**src/rtl/baseline_tracker.sv**
```systemverilog
`default_nettype none
// ============================================================================
// Module      : baseline_tracker
// Description : Calibration averager and IIR baseline accumulator for the
//               capacitive touch filter.
//               - cal_en    : sum 2^CAL_LOG2 samples, then load the average as
//                             the baseline and pulse cal_done.
//               - track_en  : acc <= acc + sample - (acc >> BASE_SHIFT).
//               - otherwise : accumulator frozen.
// Ports       : clk, reset (sync, active-high), sample_valid, sample[7:0],
//               cal_en, track_en, cal_done (combinational, high on the
//               strobe that completes calibration), baseline[7:0].
// Revision    : 1.0 - initial release
// ============================================================================
module baseline_tracker #(
  parameter int BASE_SHIFT = 4,
  parameter int CAL_LOG2   = 3
) (
  input  logic       clk,
  input  logic       reset,
  input  logic       sample_valid,
  input  logic [7:0] sample,
  input  logic       cal_en,
  input  logic       track_en,
  output logic       cal_done,
  output logic [7:0] baseline
);

  localparam int ACC_W = 8 + BASE_SHIFT;
  localparam int SUM_W = 8 + CAL_LOG2;
  localparam int CNT_W = CAL_LOG2 + 1;
  localparam int CAL_N = 1 << CAL_LOG2;

  logic [ACC_W-1:0] acc_q, acc_d;
  logic [SUM_W-1:0] sum_q, sum_d;
  logic [CNT_W-1:0] cal_cnt_q, cal_cnt_d;

  logic [SUM_W-1:0] sum_next;
  logic [7:0]       cal_avg;
  logic [ACC_W-1:0] acc_next;
  logic             cal_last;

  assign sum_next = sum_q + SUM_W'(sample);
  assign cal_avg  = sum_next[SUM_W-1:CAL_LOG2];
  assign cal_last = (cal_cnt_q == CNT_W'(CAL_N - 1));

  // acc - (acc >> BASE_SHIFT) never underflows and the final result never
  // exceeds 255 << BASE_SHIFT, so modular ACC_W-bit arithmetic is exact.
  assign acc_next = acc_q - (acc_q >> BASE_SHIFT) + ACC_W'(sample);

  assign baseline = acc_q[ACC_W-1:BASE_SHIFT];

  always_comb begin
    acc_d     = acc_q;
    sum_d     = sum_q;
    cal_cnt_d = cal_cnt_q;
    cal_done  = 1'b0;
    if (sample_valid && cal_en) begin
      if (cal_last) begin
        cal_done  = 1'b1;
        acc_d     = {cal_avg, {BASE_SHIFT{1'b0}}};
        // Leave the sum clean so a later recalibration starts from zero.
        sum_d     = '0;
        cal_cnt_d = '0;
      end else begin
        sum_d     = sum_next;
        cal_cnt_d = cal_cnt_q + CNT_W'(1);
      end
    end else if (sample_valid && track_en) begin
      acc_d = acc_next;
    end
  end

  always_ff @(posedge clk) begin
    if (reset) begin
      acc_q     <= '0;
      sum_q     <= '0;
      cal_cnt_q <= '0;
    end else begin
      acc_q     <= acc_d;
      sum_q     <= sum_d;
      cal_cnt_q <= cal_cnt_d;
    end
  end

endmodule
`default_nettype wire

```
**src/rtl/touch_filter.sv**
```systemverilog
`default_nettype none
// ============================================================================
// Module      : touch_filter
// Description : Debounced capacitive touch detector with calibrated,
//               slowly tracking baseline and touch-duration timeout that
//               forces a recalibration.
// Ports       : clk           - single clock, posedge
//               reset         - synchronous, active-high
//               sample_valid  - strobe for a new raw count
//               sample[7:0]   - raw charge-time count
//               ready         - calibration complete
//               touched       - debounced touch state
//               press         - pulse on touched 0->1
//               release_pulse - pulse on touched 1->0 (named so because
//                               'release' is a reserved word)
//               delta[7:0]    - sample minus baseline, floored at 0
//               baseline[7:0] - current baseline
// Revision    : 1.0 - initial release
// ============================================================================
module touch_filter #(
  parameter int ON_DELTA   = 12,
  parameter int OFF_DELTA  = 6,
  parameter int DEBOUNCE   = 3,
  parameter int BASE_SHIFT = 4,
  parameter int CAL_LOG2   = 3,
  parameter int MAX_TOUCH  = 255
) (
  input  logic       clk,
  input  logic       reset,
  input  logic       sample_valid,
  input  logic [7:0] sample,
  output logic       ready,
  output logic       touched,
  output logic       press,
  output logic       release_pulse,
  output logic [7:0] delta,
  output logic [7:0] baseline
);

  localparam logic [2:0] S_CALIB     = 3'd0;
  localparam logic [2:0] S_IDLE      = 3'd1;
  localparam logic [2:0] S_PRESSING  = 3'd2;
  localparam logic [2:0] S_TOUCHED   = 3'd3;
  localparam logic [2:0] S_RELEASING = 3'd4;

  localparam logic [7:0] ON_TH  = 8'(ON_DELTA);
  localparam logic [7:0] OFF_TH = 8'(OFF_DELTA);
  localparam logic [3:0] DEB_TH = 4'(DEBOUNCE);
  localparam logic [7:0] MAX_TH = 8'(MAX_TOUCH);

  logic [2:0] state_q, state_d;
  logic [3:0] deb_q, deb_d;
  logic [7:0] dur_q, dur_d;
  logic       ready_q, ready_d;
  logic       touched_q, touched_d;
  logic       press_q, press_d;
  logic       release_q, release_d;
  logic [7:0] delta_q, delta_d;

  logic       cal_done;
  logic [7:0] base_now;
  logic [7:0] delta_now;
  logic       on_hit;
  logic       off_hit;
  logic [3:0] deb_inc;
  logic [7:0] dur_inc;

  baseline_tracker #(
    .BASE_SHIFT (BASE_SHIFT),
    .CAL_LOG2   (CAL_LOG2)
  ) u_baseline (
    .clk          (clk),
    .reset        (reset),
    .sample_valid (sample_valid),
    .sample       (sample),
    .cal_en       (state_q == S_CALIB),
    .track_en     (state_q == S_IDLE),
    .cal_done     (cal_done),
    .baseline     (base_now)
  );

  // base_now is the pre-update baseline, so delta sees the baseline as it
  // stood before this sample was folded in.
  assign delta_now = (sample > base_now) ? (sample - base_now) : 8'd0;
  assign on_hit    = (delta_now >= ON_TH);
  assign off_hit   = (delta_now <  OFF_TH);
  assign deb_inc   = deb_q + 4'd1;
  assign dur_inc   = dur_q + 8'd1;

  always_comb begin
    state_d   = state_q;
    deb_d     = deb_q;
    dur_d     = dur_q;
    ready_d   = ready_q;
    touched_d = touched_q;
    press_d   = 1'b0;
    release_d = 1'b0;
    delta_d   = delta_q;
    if (sample_valid) begin
      delta_d = (state_q == S_CALIB) ? 8'd0 : delta_now;
      case (state_q)
        S_CALIB: begin
          if (cal_done) begin
            state_d = S_IDLE;
            ready_d = 1'b1;
          end
        end
        S_IDLE: begin
          if (on_hit) begin
            if (DEB_TH == 4'd1) begin
              state_d   = S_TOUCHED;
              touched_d = 1'b1;
              press_d   = 1'b1;
              dur_d     = 8'd0;
              deb_d     = 4'd0;
            end else begin
              state_d = S_PRESSING;
              deb_d   = 4'd1;
            end
          end
        end
        S_PRESSING: begin
          if (on_hit) begin
            if (deb_inc == DEB_TH) begin
              state_d   = S_TOUCHED;
              touched_d = 1'b1;
              press_d   = 1'b1;
              dur_d     = 8'd0;
              deb_d     = 4'd0;
            end else begin
              deb_d = deb_inc;
            end
          end else begin
            state_d = S_IDLE;
            deb_d   = 4'd0;
          end
        end
        S_TOUCHED, S_RELEASING: begin
          // Duration keeps running through RELEASING so a flickering hold
          // still times out; the timeout outranks the debounce transitions.
          dur_d = dur_inc;
          if (dur_inc == MAX_TH) begin
            state_d   = S_CALIB;
            touched_d = 1'b0;
            ready_d   = 1'b0;
            release_d = 1'b1;
            deb_d     = 4'd0;
            dur_d     = 8'd0;
          end else if (state_q == S_TOUCHED) begin
            if (off_hit) begin
              if (DEB_TH == 4'd1) begin
                state_d   = S_IDLE;
                touched_d = 1'b0;
                release_d = 1'b1;
                deb_d     = 4'd0;
              end else begin
                state_d = S_RELEASING;
                deb_d   = 4'd1;
              end
            end
          end else begin
            if (off_hit) begin
              if (deb_inc == DEB_TH) begin
                state_d   = S_IDLE;
                touched_d = 1'b0;
                release_d = 1'b1;
                deb_d     = 4'd0;
              end else begin
                deb_d = deb_inc;
              end
            end else begin
              state_d = S_TOUCHED;
              deb_d   = 4'd0;
            end
          end
        end
        default: begin
          state_d = S_CALIB;
        end
      endcase
    end
  end

  always_ff @(posedge clk) begin
    if (reset) begin
      state_q   <= S_CALIB;
      deb_q     <= 4'd0;
      dur_q     <= 8'd0;
      ready_q   <= 1'b0;
      touched_q <= 1'b0;
      press_q   <= 1'b0;
      release_q <= 1'b0;
      delta_q   <= 8'd0;
    end else begin
      state_q   <= state_d;
      deb_q     <= deb_d;
      dur_q     <= dur_d;
      ready_q   <= ready_d;
      touched_q <= touched_d;
      press_q   <= press_d;
      release_q <= release_d;
      delta_q   <= delta_d;
    end
  end

  assign ready         = ready_q;
  assign touched       = touched_q;
  assign press         = press_q;
  assign release_pulse = release_q;
  assign delta         = delta_q;
  assign baseline      = base_now;

endmodule
`default_nettype wire

```
**config.mk**
```make
export PLATFORM = sky130hd
export DESIGN_NAME = touch_filter
export DESIGN_NICKNAME = d
export VERILOG_FILES = /design/src/rtl/baseline_tracker.sv /design/src/rtl/touch_filter.sv
export SDC_FILE = /design/constraint.sdc
export NUM_CORES = 1
export LEC_CHECK = 0
export ABC_AREA = 1
export BUFFER_PORTS_ARGS = -buffer_cell sky130_fd_sc_hd__buf_2
export CAP_MARGIN = 20
export CORE_MARGIN = 5
export CORE_UTILIZATION = 56
export DETAILED_ROUTE_END_ITERATION = 6
export PLACE_DENSITY = 0.82
export REMOVE_ABC_BUFFERS = 1
export SETUP_SLACK_MARGIN = 0.5
export SYNTH_ARGS = -nofsm -noshare
export SYNTH_HDL_FRONTEND = slang
export SYNTH_SLANG_ARGS = --single-unit
```
**constraint.sdc**
```tcl
create_clock -name clk -period 2.7 [get_ports clk]
set_clock_uncertainty 0.1 [all_clocks]
set_input_delay 0.54 -clock clk [delete_from_list [all_inputs] [get_ports clk]]
set_output_delay 0.54 -clock clk [all_outputs]
set_load 0.01 [all_outputs]
```
### After elaboration in Yosys (flattened, before gate mapping)

Index checks and enable logic that the tools add are counted.

| cells by class | value |
|---|---|
| $add $sub $neg | 7 |
| magnitude comparators | 3 |
| eq/ne operators | 19 |
| muxes and demuxes | 45 |
| bitwise gates (word level) | 4 |
| reductions and logical operators | 16 |

Operators with widths:

| operator | count |
|---|---|
| 2-to-1 mux 8 bit | 5 |
| 2-to-1 mux 12 bit | 3 |
| 2-to-1 mux 4 bit | 8 |
| 2-to-1 mux 3 bit | 9 |
| case mux 8 bit (2 select lines) | 1 |
| 2-to-1 mux 1 bit | 14 |
| adder 12 x 8 -> 12 bit | 1 |
| != test 3 bit (second input constant) | 4 |
| case mux 3 bit (4 select lines) | 1 |
| case mux 4 bit (3 select lines) | 1 |
| AND reduction 4 bit | 3 |
| subtractor 12 x 8 -> 12 bit | 1 |
| adder 11 x 8 -> 11 bit | 1 |
| 2-to-1 mux 11 bit | 1 |
| != test 2 bit (second input constant) | 5 |
| adder 4 x 1 -> 4 bit (second input constant) | 2 |
| adder 8 x 1 -> 8 bit (second input constant) | 1 |
| equality test 8 bit (second input constant) | 1 |
| greater-or-equal comparator 8 x 4 -> 1 bit (second input constant) | 1 |
| greater-than comparator 8 bit | 1 |
| less-than comparator 8 x 3 -> 1 bit (second input constant) | 1 |
| subtractor 8 bit | 1 |
| AND reduction 7 bit | 1 |
| equality test 3 x 2 -> 1 bit (second input constant) | 2 |
| other kinds (18) | 25 |

| word-level totals | value |
|---|---|
| flip-flop bits (word level) | 54 |
| logic and storage cells | 105 |

### Depth between registers and ports, before layout

| depth | value |
|---|---|
| word-level depth | 7 |
| mapped depth | 22 |

### By module

A second synthesis with hierarchy kept.

| second synthesis, totals | value |
|---|---|
| cells, all modules | 732 |
| area, all modules | 4712.0 um^2 |

Modules (own cells, without submodules):

| module | times used | cells each | area each (um^2) | sequential area each (um^2) |
|---|---|---|---|---|
| baseline_tracker | 1 | 397 | 2603.7 | 540.5 |
| touch_filter | 1 | 335 | 2108.3 | 540.5 |

### Worst setup path before layout

Ideal clock, no wire load.

| timing | value |
|---|---|
| path kind | in2reg |
| start point | in sample[2] |
| end point | reg u_baseline.acc_q[11] |
| library setup time | 0.117 ns |
| arrival time | 2.492 ns |
| required time | 2.483 ns |
| setup slack | -0.009 ns |
| stages on the path | 15 |
| buffers on the path | 0 |
| path through | inv_1 > fa_1 > inv_1 > ha_1 > nand3_1 > nand3_1 > nand2_1 > nand2_1 > a21oi_1 > o21ai_0 > nand2_1 > nand2_1 > xnor2_1 > a21oi_1 > nor2_1 |

| on the way | value |
|---|---|
| word-level cells in the longest chain between the ends | 3 |
| elaborated cells between the ends (all ways) | 5 |
| those cells by class | 2 x add/sub; 3 x mux |

RTL lines:

| what | line | source |
|---|---|---|
| from (decl) | touch_filter.sv:31 | `input logic [7:0] sample,` |
| adder 12 x 8 -> 12 bit or adder 11 x 8 -> 11 bit (tied branches) | baseline_tracker.sv:49, baseline_tracker.sv:43 |  |
| 2-to-1 mux 12 bit (on tied branches) | baseline_tracker.sv:69, baseline_tracker.sv:59 |  |
| 2-to-1 mux 12 bit * | baseline_tracker.sv:58 | `if (sample_valid && cal_en) begin` |
| to (signal assigned) | baseline_tracker.sv:76 | `acc_q <= '0;` |
| to (signal assigned) | baseline_tracker.sv:80 | `acc_q <= acc_d;` |
| to (decl) | baseline_tracker.sv:34 | `logic [ACC_W-1:0] acc_q, acc_d;` |

Mark *: on every way between the ends. The rest lies on a longest branch, timed or not. The select of a mux whose other input is x is not followed.
A chain may end at the register's enable or synchronous reset.

### Final worst setup path

| timing | value |
|---|---|
| start point | reg u_baseline.acc_q[6] |
| end point | reg state_q[2] |

| on the way | value |
|---|---|
| word-level cells in the longest chain between the ends | 7 |
| elaborated cells between the ends (all ways) | 15 |
| those cells by class | 1 x add/sub; 3 x order compare; 4 x eq/ne; 6 x mux; 1 x reduce/logical |

RTL lines:

| what | line | source |
|---|---|---|
| subtractor 8 bit or greater-than comparator 8 bit (tied branches) | touch_filter.sv:84 | `assign delta_now = (sample > base_now) ? (sample - base_now) : 8'd0;` |
| 2-to-1 mux 8 bit * | touch_filter.sv:84 |  |
| less-than comparator 8 x 3 -> 1 bit | touch_filter.sv:86 | `assign off_hit = (delta_now < OFF_TH);` |
| 2-to-1 mux 3 bit | touch_filter.sv:162 | `if (off_hit) begin` |
| 2-to-1 mux 3 bit | touch_filter.sv:149 | `end else if (state_q == S_TOUCHED) begin` |
| 2-to-1 mux 3 bit | touch_filter.sv:142 | `if (dur_inc == MAX_TH) begin` |
| case mux 3 bit (4 select lines) | touch_filter.sv:101 | `case (state_q)` |
| to (signal assigned) | touch_filter.sv:195 | `state_q <= state_d;` |
| to (decl) | touch_filter.sv:51 | `logic [2:0] state_q, state_d;` |

Mark *: on every way between the ends. The rest lies on a longest branch, timed or not.

==> impl_metrics.ini <==
[global_routing]
grtUsageTotal_pct = 27.2
grt_max_degree = 27
grt_busiest_layer = met2
grt_pass1_vias = 4844
grtUsageMet3_pct = 4.64
grt_use_met2_pct = 48.7
met1_usage_pct = 30.4
grt_overflow_total = 0
antenna_found_initial = 0
grt_pass1_wl_um = 21800

[power_and_ir_drop]
p_switching_uw = 2650
max-vdd-ir-drop_v = 0.000645
p_leak_uw = 0.00283
powerDensity_mw_per_mm2 = 910
internal-power_uw = 2920
clkPwrFrac_pct = 11.1
p_sw_share_pct = 47.6
p_seq_share_pct = 20.4
comb_power_share_pct = 68.5

[cts]
numClockSinks = 54
clockBufferDepth = 2
cts_inserted_buffers = 5
cts_tree = built
cts-root-buf = clkbuf_8
htreeDepth = 2
holdBufCountCts = 0
clk_latency_ps = 340
path_clk_slew_ps = 110

[setup_path]
cp_slowest_stage_delay_ps = 410
path_cells = buf_6 > inv_8 > ha_4 > nand2_2 > inv_2 > nand2_2 > nand2_2 > nand2_2 > nand2_2 > nand2_2 > clkinv_4 > nand2_4 > buf_6 > nand4_1 > nand2_2 > nand3_4 > nor2_4 > nand2_1 > nand2_1 > nor2_1
cp-end-kind = flip-flop
cpMostUsedCell = nand2_2
cp.arrival_ps = 2910
required_ps = 2840
cp-start-kind = flip-flop
worstSetupPathType = reg2reg
rrSetupSlack_ps = -80
path_max_fanout = 6
crit_slowest_cell = dfxtp_4

[floorplanning]
die_x_um = 97.8
ioPinCount = 31
core_mm2 = 0.00761
start_util_pct = 56.8
die_y_um = 97.8
num_rows = 32
die_area_mm2 = 0.00957

[finish]
fin_cells = 847
fin_util_pct = 80.4
fin_area_mm2 = 0.00612
multiInputGateArea_mm2 = 0.00337
area_delta_synth_final_pct = 41.6
regArea_mm2 = 0.00111
nets = 798
num-fill-cells = 419
drive_gt1_share_pct = 41.6
antennaDiodeCount = 0

[placement]
dpl-instance-area_mm2 = 0.00487
place_congestion = 0.924
port_buffers = 30
placedCellCount = 802
hpwl_um = 8110

[logic_synthesis]
synthDistinctLibCells = 41
synthArstFlopShare_pct = 0
ys_seq_area_share_pct = 25.0
synth_warnings = 0
synth_area_per_cell_um2 = 6.77
yosysTopAreaCellShare_pct = 25.0
synthFlopType = dfxtp_1
synth_area_mm2 = 0.00432
ys_ff_latch = 54
synth_top_cell_by_area = dfxtp_1
synth-edff-count = 0
ys_top_cells_by_area = dfxtp_1, nand2_1, ha_1
synth_cells = 638

[routing]
drt_iter0_drc = 709
drc = 0
vias_per_cell = 6.20
wl_per_cell_um = 20.6
vias = 5254
finalWirelength_um = 17400
ant_nets = 0
drt_pass1_iterations = 6

[timing]
hold_violations = 0
slew_viol_final = 0
tightest_slew_ps = 672
fin_crit_sh_pct = 103
setup_ws_ps = -78.0
fmax_mhz = 360
slew_headroom_pct = 55.1
setup_viol = 3
hold_ws_ps = 373
rsz0062_at_grt = true
min_period_ps = 2780

[hold_path]
hold_class = reg2reg

[status]
violations = negative setup slack
status = complete, but fails checks

[flow_run]
max_cap_violations = 0
[metrics by stage]
stage / worst slack [ps] / total power [µW] / TNS, ps
floorplan: -10.7 / 2660 / -11.8
global placement: -178 / 3320 / -1570
detailed placement: -305 / 3430 / -3260
CTS: 288 / 4500 / 0
global route: -145 / 5820 / -687
finish: -78.0 / 5570 / -216
[layout by cell type, fill, tap and decap left out, types with 8 or more instances in the layout]
master   synthesis  routed
nand2_1        133     109
inv_1          103      81
buf_4            8      66
nor2_1          55      48
dfxtp_1         54      41
nand3_1         48      36
a21oi_1         51      36
inv_2            8      28
nand2_2         13      27
buf_2            2      27
buf_6            2      25
ha_4             0      19
a21oi_2          0      14
ha_1            33      13
nand4_1         12      12
nand3_2          5      12
nand2_4          3      12
nor2_2           6      11
o21ai_1          7      10
xor2_1          12       9
o21ai_2          2       8
[worst max-delay path, delay by kind of cell (launching register included)]
kind          cells  cell delay [ps]
fa+ha+maj         1              260
flops             1              410
simple gates     14             1470
buf+inv           5              430
[worst paths after layout]
kind	startpoint	to	cells after the start
min reg2reg	delta[5]$_SDFFE_PP0P_	delta[5]$_SDFFE_PP0P_	2
max reg2reg	u_baseline.acc_q[6]$_SDFFE_PP0P_	state_q[2]$_SDFFE_PP0P_	20
min	delta[5]$_SDFFE_PP0P_	delta[5]$_SDFFE_PP0P_	2
max	u_baseline.acc_q[6]$_SDFFE_PP0P_	state_q[2]$_SDFFE_PP0P_	20
[sequential cells by signal, indices dropped and copies added (netlist names)]
signal / flops
deb_q: 4
delta: 8
dur_q: 8
press: 1
ready: 1
release_pulse: 1
state_q: 3
touched: 1
u_baseline.acc_q: 12
u_baseline.cal_cnt_q: 4
u_baseline.sum_q: 11
[cells by family (layout without fill, tap and decap cells)]
group,Yosys count,in the layout,synth area share [%]
AOI/OAI and AO/OA,96,96,12.5
xor gates and xnor gates,19,19,3.85
adders and majority gates,43,43,14.2
buffers and inverters,134,241,12.8
DFF,54,54,25.0
and+or+nand+nor,292,292,31.6
[cells in the mapped netlist (5+ instances only)]
cell type	count
a21oi_1	51
buf_4	8
clkbuf_1	9
dfxtp_1	54
fa_1	10
ha_1	33
inv_1	103
inv_2	8
nand2_1	133
nand2_2	13
nand3_1	48
nand3_2	5
nand4_1	12
nor2_1	55
nor2_2	6
nor3_1	6
o211ai_1	5
o21ai_0	19
o21ai_1	7
xnor2_1	7
xor2_1	12
[final cells by class]
| cell class | instances | share of cell area (%) |
|---|---|---|
| clock buffer | 5 | 1.13 |
| timing repair buffer | 120 | 15.5 |
| inverter | 113 | 7.18 |
| clock inverter | 3 | 0.777 |
| tap | 102 | 2.09 |
| sequential | 54 | 18.2 |
| multi-input combinational | 450 | 55.1 |
[repair_timing]
action	in CTS	in global routing
pin swaps	42	63
gates resized for setup	106	110
setup endpoints to repair	29	33
buffers inserted	17	20
[layer usage]
metal / share of wire, % / vias up
met3: 10 / 174
met1: 34 / 2410
li1: - / 2233
met4: 9.3 / 0
met2: 47 / 437
met5: 0 / -
[power by group through the flow]
stage	combinational (µW)	clock, µW	sequential, µW
2_1_floorplan	1560	0	1100
3_3_place_gp	2230	0	1100
3_5_place_dp	2310	0	1110
4_1_cts	2790	597	1110
5_1_grt	4030	643	1150
6_report	3820	617	1140
Note: power is estimated with default switching activity, not from simulation.
